$ cat src/rtl/reg_bank_arbiter.sv
// reg_bank_arbiter
// Small register bank shared by two requesters (A and B) through a
// round-robin arbiter. Each grant lasts one cycle; the access happens on
// the edge that ends the grant, using the granted requester's
// we/addr/wdata as they stand at that edge. Reads return data one cycle
// later with a single-cycle rvalid pulse tagged by rsel.
//
// Ports
//   clk               : single clock, rising edge
//   rst_n             : asynchronous active-low reset
//   req_a / req_b     : access request
//   we_a / we_b       : 1 = write, 0 = read
//   addr_a / addr_b   : word address (AW bits)
//   wdata_a / wdata_b : write data (DW bits)
//   gnt_a / gnt_b     : grant, Moore outputs, never both high
//   rdata             : read data, holds its value between reads
//   rvalid            : one-cycle pulse marking rdata valid
//   rsel              : owner of rdata (0 = A, 1 = B)
//
// state | meaning
// ------+------------------------------------------------------------
// IDLE  | no grant; evaluate requests, round-robin on a tie
// GNT_A | A owns the bank this cycle; access performed at the exit edge
// GNT_B | B owns the bank this cycle; access performed at the exit edge

module reg_bank_arbiter #(
    parameter int DW = 8,
    parameter int AW = 2
) (
    input  logic          clk,
    input  logic          rst_n,
    input  logic          req_a,
    input  logic          req_b,
    input  logic          we_a,
    input  logic          we_b,
    input  logic [AW-1:0] addr_a,
    input  logic [AW-1:0] addr_b,
    input  logic [DW-1:0] wdata_a,
    input  logic [DW-1:0] wdata_b,
    output logic          gnt_a,
    output logic          gnt_b,
    output logic [DW-1:0] rdata,
    output logic          rvalid,
    output logic          rsel
);

    localparam int DEPTH = 2 ** AW;

    typedef enum logic [1:0] {
        IDLE  = 2'd0,
        GNT_A = 2'd1,
        GNT_B = 2'd2
    } state_t;

    state_t        state, state_nxt;
    // 0 = A was granted last, 1 = B was granted last
    logic          last_grant, last_grant_nxt;

    logic          acc_en;
    logic          acc_sel;
    logic          acc_we;
    logic [AW-1:0] acc_addr;
    logic [DW-1:0] acc_wdata;

    logic [DW-1:0] mem [DEPTH];

    always_ff @(posedge clk or negedge rst_n) begin
        if (!rst_n) begin
            state      <= IDLE;
            last_grant <= 1'b1;
        end else begin
            state      <= state_nxt;
            last_grant <= last_grant_nxt;
        end
    end

    always_comb begin
        state_nxt      = state;
        last_grant_nxt = last_grant;
        gnt_a          = 1'b0;
        gnt_b          = 1'b0;
        case (state)
            IDLE: begin
                if (req_a && req_b) begin
                    state_nxt      = last_grant ? GNT_A : GNT_B;
                    last_grant_nxt = ~last_grant;
                end else if (req_a) begin
                    state_nxt      = GNT_A;
                    last_grant_nxt = 1'b0;
                end else if (req_b) begin
                    state_nxt      = GNT_B;
                    last_grant_nxt = 1'b1;
                end
            end
            GNT_A: begin
                gnt_a     = 1'b1;
                state_nxt = IDLE;
            end
            GNT_B: begin
                gnt_b     = 1'b1;
                state_nxt = IDLE;
            end
            default: state_nxt = IDLE;
        endcase
    end

    // Only the granted side's inputs reach the bank.
    always_comb begin
        acc_en    = (state == GNT_A) || (state == GNT_B);
        acc_sel   = (state == GNT_B);
        acc_we    = acc_sel ? we_b    : we_a;
        acc_addr  = acc_sel ? addr_b  : addr_a;
        acc_wdata = acc_sel ? wdata_b : wdata_a;
    end

    always_ff @(posedge clk or negedge rst_n) begin
        if (!rst_n) begin
            for (int i = 0; i < DEPTH; i++) begin
                mem[i] <= '0;
            end
        end else if (acc_en && acc_we) begin
            mem[acc_addr] <= acc_wdata;
        end
    end

    always_ff @(posedge clk or negedge rst_n) begin
        if (!rst_n) begin
            rdata  <= '0;
            rvalid <= 1'b0;
            rsel   <= 1'b0;
        end else begin
            rvalid <= acc_en && !acc_we;
            if (acc_en && !acc_we) begin
                rdata <= mem[acc_addr];
                rsel  <= acc_sel;
            end
        end
    end

endmodule

$ cat config.mk
export PLATFORM = sky130hd
export DESIGN_NAME = reg_bank_arbiter
export DESIGN_NICKNAME = d
export VERILOG_FILES = /design/src/rtl/reg_bank_arbiter.sv
export SDC_FILE = /design/constraint.sdc
export NUM_CORES = 1
export LEC_CHECK = 0
export ABC_AREA = 1
export BUFFER_PORTS_ARGS = -buffer_cell sky130_fd_sc_hd__buf_2
export CAP_MARGIN = 5
export CORE_UTILIZATION = 56
export CTS_CLUSTER_DIAMETER = 60
export DETAILED_ROUTE_END_ITERATION = 8
export PLACE_DENSITY = 0.79
export SLEW_MARGIN = 20
export SYNTH_ARGS = -nofsm -noshare
export SYNTH_HDL_FRONTEND = slang
export SYNTH_SLANG_ARGS = --single-unit
$ cat constraint.sdc
create_clock -name clk -period 1.99 [get_ports clk]
set_input_delay 0.2985 -clock clk [delete_from_list [all_inputs] [get_ports clk]]
set_output_delay 0.2985 -clock clk [all_outputs]
set_load 0.05 [all_outputs]
==> results of run 1 <==
-- kinds of logic after synthesis --
logic type,Yosys count,synth area share [%]
flip-flops,45,46.7
AO/OA/AOI/OAI,40,13.5
adder cells (fa/ha/maj),3,1.55
AND/OR/NAND/NOR,151,28.9
buffers and inverters,22,6.06
multiplexers,8,3.31
-- sequential cells by signal, summed over array words and instances, names as in the netlist --
name        cells
state           2
rsel            1
last_grant      1
rdata           8
rvalid          1
mem            32
-- synthesized netlist by cell type --
cell	n	share of area (%)
buf_6	6	2.8
o21ai_1	6	1.2
nor2_4	4	1.9
buf_8	1	0.62
nand2_2	3	0.78
dfstp_2	1	1.1
o21ai_2	27	9.8
inv_1	10	1.6
nand2_4	6	2.8
nand2_8	1	0.83
dfrtp_1	44	46
o22ai_1	1	0.26
nand2_1	110	17
buf_2	2	0.41
o21ai_4	2	1.3
inv_6	1	0.36
nor2_1	1	0.16
clkinv_1	1	0.16
clkbuf_1	1	0.16
nor2_2	1	0.26
o21ai_0	4	0.83
ha_1	3	1.6
nand3_1	25	5.2
mux2i_1	8	3.3
-- worst reg2reg max path, cell delays in order (launching register included) --
cell and delay, ns:
dfrtp_1 0.39, inv_1 0.14, ha_4 0.27, inv_6 0.07, nand2_8 0.12, nand2_4 0.13
inv_1 0.15, nor2_4 0.05, nand2_4 0.21, nand2_1 0.10, o21ai_2 0.07
-- per-stage QoR --
step | hold WS (ns) | worst slack, ns | cells | util [%]
2_1_floorplan | 0.00291 | 0.0954 | 269 | -
3_3_place_gp | 0.262 | 0.148 | 360 | 65.9
3_5_place_dp | 0.259 | 0.0510 | 360 | 65.9
4_1_cts | 0.310 | 0.0272 | 369 | 69.0
5_1_grt | 0.372 | 0.0927 | 369 | 69.4
6_report | 0.309 | 0.226 | 369 | 69.4
-- layout by cell type (no fill, tap or decap), types with 2 or more instances in the layout --
master	instances
nand2_1	110
dfrtp_1	44
buf_2	37
o21ai_2	27
nand3_1	25
buf_4	14
inv_1	10
mux2i_1	8
nand2_4	7
o21ai_1	6
clkbuf_8	6
nor2_4	4
o21ai_0	4
o21ai_4	2
nand2_2	2
ha_1	2
-- where the power goes --
group | total [W] | leakage, nW | switching (W) | internal, W
clock | 0.000720 | 0.0585 | 0.000310 | 0.000410
combinational | 0.00232 | 0.887 | 0.00153 | 0.000796
sequential | 0.00151 | 0.573 | 0.000208 | 0.00130
total | 0.00456 | 1.52 | 0.00205 | 0.00251
-- path summary, 6_finish.rpt --
kind | to | from | slack [ns]
hold / removal | last_grant | req_a | 0.31
max in group asynchronous | mem[1] | rst_n | 0.95
min in group asynchronous | state[1] | rst_n | 0.47
setup / recovery | mem[7] | state[0] | 0.23
setup reg to reg | mem[7] | state[0] | 0.23
hold reg to reg | rdata[1] | rdata[1] | 0.48
-- repair_timing --
| item | 4_1_cts | 5_1_grt |
|---|---|---|
| setup endpoints to repair | 0 | 15 |
| hold buffers | 1 | 0 |
| hold endpoints to repair | 15 | 0 |
| gates resized for setup | 0 | 2 |
-- final cells by class --
| type | count | area share (%) |
|---|---|---|
| multi-input combinational | 202 | 41.2 |
| sequential | 45 | 40.0 |
| timing repair buffer | 52 | 10.7 |
| clock buffer | 7 | 3.07 |
| tap | 50 | 2.22 |
| inverter | 12 | 1.78 |
| clock inverter | 1 | 1.07 |
-- layer usage --
metal | vias up | wire, µm
met5 | - | 0
met4 | 0 | 94
met3 | 10 | 243
met2 | 55 | 2440
met1 | 896 | 2270
li1 | 974 | -
==> flow_metrics.tcl, run 1 <==
set metrics [dict create \
    core.rowCount 23 \
    diodes 0 \
    cp_max_fo 17 \
    worstSkewPairLatency_ns 0.30 \
    die_h_um 67.7 \
    drive_gt1_share_pct 32.9 \
    drt_iter0_markers 119 \
    dr.pass1.iters 4 \
    grt_util_met1_pct 32.6 \
    die_area_mm2 0.00458 \
    ys_seq_area_share_pct 46.7 \
    ys_warn_count 0 \
    syn_inst 269 \
    irDropWorstVdd_uv 798 \
    die_w_um 67.7 \
    path_clk_slew_ns 0.08 \
    critPathCaptureType "flip-flop" \
    clock_skew_ns 0.00272 \
    crit_path_start_kind "flip-flop" \
    clockBufferDepth 2 \
    cts_tree "built" \
    crit_family "simple AND/OR/NAND/NOR gates" \
    cap_violations 0 \
    reg2reg_depth 10 \
    finalSetupTns_ns 0 \
    clkSinkCount 45 \
    worstSetupPathType "flip-flop to flip-flop" \
    multi_input_area_mm2 0.00116 \
    start_util_pct 59.5 \
    synth_area_mm2 0.00242 \
    setup_violations 0 \
    crit_chain "inv_1, ha_4, inv_6, nand2_8, nand2_4, inv_1, nor2_4, nand2_4, nand2_1, o21ai_2" \
    route.detailed.drc 0 \
    nNetsFinal 347 \
    worstMarginPinSlew_ns 0.432 \
    portBuffers 37 \
    register_area_mm2 0.00113 \
    place_hpwl_um 3590 \
    wire_per_inst_um 13.7 \
    overflow 0 \
    power_density_mw_per_mm2 1620 \
    crit_slowest_cell "dfrtp_1" \
    fmax_mhz 567 \
    ys_ff_latch 45 \
    wirelength_um 5050 \
    use_met2_pct 42.2 \
    min_period_ns 1.76 \
    grt_util_met3_pct 4.73 \
    cpPeakStageDelay_ns 0.39 \
    finalCritPeriodShare_pct 88.6 \
    grt_max_degree 19 \
    grt_busiest_layer "met2" \
    hold_path.class "primary input to flip-flop" \
    clock-root-buffer "clkbuf_8" \
    grt_pass1_vias 1816 \
    area_delta_synth_final_pct 16.6 \
    path_depth 10 \
    stdcell_area_mm2 0.00282 \
    grt_pass1_wl_um 8370 \
    fillers 315 \
    worstPathRequired_ns 2.22 \
    worst-path-buf-inv 3 \
    via_per_inst 5.24 \
    dpl_cell_area_mm2 0.00268 \
    power_leakage_nw 1.52 \
    cts_made_buffers 5 \
    ant_nets 0 \
    post_cts_buffers 0 \
    htree_num_levels 2 \
    slew_headroom_pct 71.2 \
    synthesis.nets 298 \
    antenna_found_initial 0 \
    status "finished clean" \
    grt_use_total_pct 25.3 \
    num_vias 1935 \
    hold_viol 0 \
    finalMaxSlewViolations 0 \
    gp_congestion 0.886 \
    rsz0062_at_grt "no" \
    ioPinCount 38 \
    netlist-cell-type-count 24 \
    hold_path_depth 4 \
    fin_total_pwr_w 0.00456 \
    arrival_ns 1.99 \
    core_area_mm2 0.00406 \
    avgSynthCellArea_um2 8.98 \
]
No activity file was read; power rests on OpenSTA's default activity.
==> inputs of run 2 (changes only) <==
GPL_TIMING_DRIVEN = 0   (was default)
==> run 2 against run 1 <==
The flow now finishes with violations (negative hold slack). Via count decreased by 2.6%. Sequential share of layout area increased by 0.23 points. Sequential power about the same. Critical endpoint is now mem[15]. Final area decreased by 0.58%. Final cell count decreased by 1.4%. Die area unchanged. Largest cell class unchanged. Worst setup slack got worse by 0.090 ns. Non-clock buffer count decreased by 5. Sequential cell count unchanged. Clock skew increased by 0.0010 ns. Hold slack got worse by 0.33 ns.
==> flow_metrics.tcl, run 2 (synthesis gave the netlist of run 1 again) <==
set metrics [dict create \
    finalSetupTns_ns 0 \
    worstSkewPairLatency_ns 0.31 \
    reg2reg_depth 12 \
    gp_congestion 0.892 \
    core_area_mm2 0.00406 \
    rsz0062_at_grt "no" \
    start_util_pct 59.5 \
    portBuffers 37 \
    area_delta_synth_final_pct 15.9 \
    grt_pass1_wl_um 8450 \
    crit_path_start_kind "flip-flop" \
    finalMaxSlewViolations 0 \
    violations "negative hold slack" \
    hold_slack_ns -0.0221 \
    clkSinkCount 45 \
    cts_made_buffers 5 \
    drive_gt1_share_pct 32.5 \
    grt_max_degree 46 \
    die_area_mm2 0.00458 \
    final_common_cell "nand2_1" \
    via_per_inst 5.18 \
    arrival_ns 2.04 \
    place_hpwl_um 3540 \
    power_leakage_nw 1.50 \
    cap_violations 0 \
    regMostFlops "mem" \
    path_clk_slew_ns 0.08 \
    worstPathRequired_ns 2.17 \
    cp_max_fo 10 \
    clock-root-buffer "clkbuf_8" \
    die_h_um 67.7 \
    dpl_cell_area_mm2 0.00267 \
    wirelength_um 5180 \
    dp_slack_ns 0.111 \
    fmax_mhz 539 \
    htree_num_levels 2 \
    hold_viol 44 \
    reg_top3 "mem: 32 flops, rdata: 8 flops, state: 2 flops" \
    wire_per_inst_um 14.2 \
    wl_met1_um 2280 \
    setup_slack_ns 0.136 \
    min_period_ns 1.85 \
    r2r_start "state[0]" \
    die_w_um 67.7 \
    grt_pass1_vias 1807 \
    register_area_mm2 0.00113 \
    antenna_found_initial 0 \
    wl_met2_um 2520 \
    hold_path.class "primary input to asynchronous set/reset pin" \
    num_vias 1884 \
    critPathCaptureType "flip-flop" \
    ant_nets 0 \
    ioPinCount 38 \
    status "finished with violations" \
    final_cell_mix "109 x nand2_1, 44 x dfrtp_1, 38 x buf_2, 27 x o21ai_2, 25 x nand3_1" \
    largest_reg_flops 32 \
    route.detailed.drc 0 \
    reg2reg_slack_ns 0.14 \
    fillers 340 \
    irDropWorstVdd_uv 913 \
    worstReg2RegEnd "mem[15]" \
    power_density_mw_per_mm2 1630 \
    cts_tree "built" \
    clockBufferDepth 2 \
    route.met3.wl_um 303 \
    dr.pass1.iters 4 \
    core.rowCount 23 \
    diodes 0 \
    overflow 0 \
    multi_input_area_mm2 0.00115 \
    grt_use_total_pct 26.5 \
    worstMarginPinSlew_ns 0.617 \
    finalCritPeriodShare_pct 93.2 \
    dr.max_layer_used "met4" \
    post_cts_buffers 0 \
    clock_skew_ns 0.00374 \
    drt_iter0_markers 80 \
    setup_violations 0 \
    nNetsFinal 342 \
    stdcell_area_mm2 0.00280 \
    slew_headroom_pct 57.7 \
    worstSetupPathType "flip-flop to flip-flop" \
]
==> run 2: cell type report <==
class                   instances  area share, %
repair buffers                 37           6.70
multi-input cells             202           41.2
clock buffers                   6           2.95
inverters                      12           1.79
well taps                      50           2.23
flip-flops and latches         45           40.3
clock inverters                 2           1.34
plain buffers                  10           3.57
==> run 2: worst max-delay path, stage by stage (launching register included) <==
cell and delay [ns]:
dfrtp_1 0.39, inv_1 0.10, ha_2 0.19, buf_6 0.15
inv_6 0.06, nand2_8 0.09, nand2_4 0.05, buf_6 0.15
nor2_4 0.13, nand2_4 0.10, buf_6 0.18, nand2_1 0.08
o21ai_2 0.05
==> run 2: power by group <==
part / switching [W] / total (W) / internal (W)
sequential: 0.000191 / 0.00149 / 0.00130
clock: 0.000327 / 0.000735 / 0.000408
combinational: 0.00155 / 0.00234 / 0.000791
total: 0.00207 / 0.00457 / 0.00250
==> run 2: how the worst max path moves through the flow <==
stage                     cells past startpoint  startpoint  slack (ns)  endpoint
after floorplan                              12    state[0]         0.1   mem[15]
after global placement                       11    state[0]        0.15  rdata[2]
after detailed placement                     11    state[0]        0.11  rdata[2]
after CTS                                    11    state[0]        0.09  rdata[2]
after global routing                          6    state[0]        0.02    mem[4]
final                                        12    state[0]        0.14   mem[15]
==> run 2: repair_timing <==
item / in CTS / in global routing
hold buffers: 0 / 0
setup endpoints to repair: 0 / 4
resized for setup: 0 / 3
==> run 2: metal layers <==
layer  up-vias  GRT usage, %
met4         0          9.57
met2        57          43.3
met1       855          33.6
met5         -             0
li1        964             -
met3         8          6.59
==> run 2: metrics by stage <==
stage          total power (W)  utilization, %  instances  hold slack [ns]
5_1_grt                0.00492            69.0        364           0.0169
4_1_cts                0.00459            68.7        364            0.179
3_3_place_gp           0.00378            65.7        356            0.459
6_report               0.00457            69.0        364          -0.0221
2_1_floorplan          0.00336               -        269          0.00291
3_5_place_dp           0.00384            65.7        356            0.462
==> inputs of run 3 (changes only) <==
PLACE_DENSITY = 0.83   (was 0.79)
==> run 3 against run 2 <==
The flow still finishes with violations (negative hold slack). Final area is 0.85% lower. Clock power shrank 15%. Critical path depth unchanged. First-iteration DRC count increased by 55%. Core utilization down 0.59 points. Clock skew barely moved. Wire length grew 0.27%. Sequential cell count unchanged. Die area stayed put. Combinational power is essentially flat. Power fell by 2.1%. Register-to-register slack barely moved.
==> flow_metrics.tcl, run 3 (synthesis gave the netlist of run 1 again) <==
set metrics [dict create \
    wirelength_um 5200 \
    start_util_pct 59.5 \
    clockBufferDepth 2 \
    grt_pass1_vias 1772 \
    place_hpwl_um 3670 \
    worstSkewPairLatency_ns 0.29 \
    cts_tree "built" \
    stdcell_area_mm2 0.00278 \
    violations "negative hold slack" \
    dp_slack_ns 0.139 \
    setup_slack_ns 0.143 \
    wire_per_inst_um 14.3 \
    core_area_mm2 0.00406 \
    fmax_mhz 541 \
    crit_path_start_kind "flip-flop" \
    min_period_ns 1.85 \
    arrival_ns 2.02 \
    grt_use_total_pct 25.9 \
    diodes 0 \
    hold_viol 16 \
    worstSetupPathType "flip-flop to flip-flop" \
    finalSetupTns_ns 0 \
    hold_slack_ns -0.0131 \
    worstMarginPinSlew_ns 0.602 \
    power_density_mw_per_mm2 1610 \
    setup_violations 0 \
    rsz0062_at_grt "no" \
    die_h_um 67.7 \
    core.rowCount 23 \
    slew_headroom_pct 58.7 \
    grt_pass1_wl_um 8460 \
    htree_num_levels 2 \
    gp_congestion 0.790 \
    cp_max_fo 10 \
    grt_max_degree 46 \
    num_vias 1950 \
    startpoint "state[0]" \
    irDropWorstVdd_uv 807 \
    antenna_found_initial 0 \
    drive_gt1_share_pct 32.8 \
    power_leakage_nw 1.48 \
    critPathCaptureType "flip-flop" \
    cts_made_buffers 5 \
    nNetsFinal 342 \
    dpl_cell_area_mm2 0.00267 \
    status "finished with violations" \
    clkSinkCount 45 \
    finalMaxSlewViolations 0 \
    regMostFlops "mem" \
    route.detailed.drc 0 \
    r2r_start "state[0]" \
    overflow 0 \
    cap_violations 0 \
    post_cts_buffers 0 \
    final_cell_mix "109 x nand2_1, 44 x dfrtp_1, 38 x buf_2, 27 x o21ai_2, 25 x nand3_1" \
    hold_path.class "primary input to asynchronous set/reset pin" \
    clock-root-buffer "clkbuf_8" \
    final_common_cell "nand2_1" \
    worstPathRequired_ns 2.16 \
    ant_nets 0 \
    hold_buffers 0 \
    portBuffers 37 \
    dr.pass1.iters 4 \
    die_w_um 67.7 \
    path_clk_slew_ns 0.08 \
    clock_skew_ns 0.00342 \
    ioPinCount 38 \
    area_delta_synth_final_pct 14.9 \
    fillers 348 \
    die_area_mm2 0.00458 \
    drt_iter0_markers 124 \
    finalCritPeriodShare_pct 92.8 \
    cts_resized 0 \
    largest_reg_flops 32 \
    reg_top3 "mem: 32 flops, rdata: 8 flops, state: 2 flops" \
    via_per_inst 5.36 \
]
[run 3: cell types whose count changed in the layout (fill, tap and decap cells not counted), sizes merged]
cell and change:
clkbuf +1, clkinv +1, bufinv -1, clkinvlp -1
[run 3: worst max-delay path: stages, from the launching register on]
cell	delay [ns]
dfrtp_1	0.39
inv_1	0.11
ha_2	0.19
buf_6	0.15
inv_6	0.06
nand2_8	0.09
nand2_4	0.05
buf_6	0.15
nor2_4	0.10
nand2_2	0.12
buf_6	0.19
nand2_1	0.07
o21ai_2	0.05
[run 3: metrics by stage]
step,utilization (%),power [W],instances
after floorplan,-,0.00336,269
after global placement,65.7,0.00376,356
after detailed placement,65.7,0.00385,356
after CTS,68.2,0.00447,364
after global routing,68.4,0.00478,364
final,68.4,0.00448,364
[run 3: report_power, final]
group          switching (W)  internal [W]  leakage, nW
sequential          0.000200       0.00130        0.573
clock               0.000310      0.000314       0.0542
combinational        0.00156      0.000789        0.857
[run 3: worst paths after layout]
kind                            end  slack, ns  cells after the start
max in group asynchronous    mem[0]       1.62                      1
min                        state[0]      -0.01                      1
min reg2reg                rdata[2]       0.48                      2
max                         mem[29]       0.14                     12
min in group clk           state[0]       0.31                      3
max reg2reg                 mem[29]       0.14                     12
[run 3: cell type report]
class / instances / area (µm²) / share of cell area [%]
Clock buffer: 7 / 96.3 / 3.47
Inverter: 12 / 50.0 / 1.80
Sequential cell: 45 / 1130 / 40.6
Buffer: 10 / 96.3 / 3.47
Multi-Input combinational cell: 202 / 1150 / 41.5
Timing Repair Buffer: 37 / 188 / 6.76
Tap cell: 50 / 62.6 / 2.25
Clock inverter: 1 / 5.00 / 0.180
[run 3: layer usage]
layer	vias up	track usage, %	wire, µm
li1	970	-	-
met1	909	34.5	2360
met2	65	42.2	2530
met3	6	5.24	248
met4	0	7.98	53
met5	-	0	0
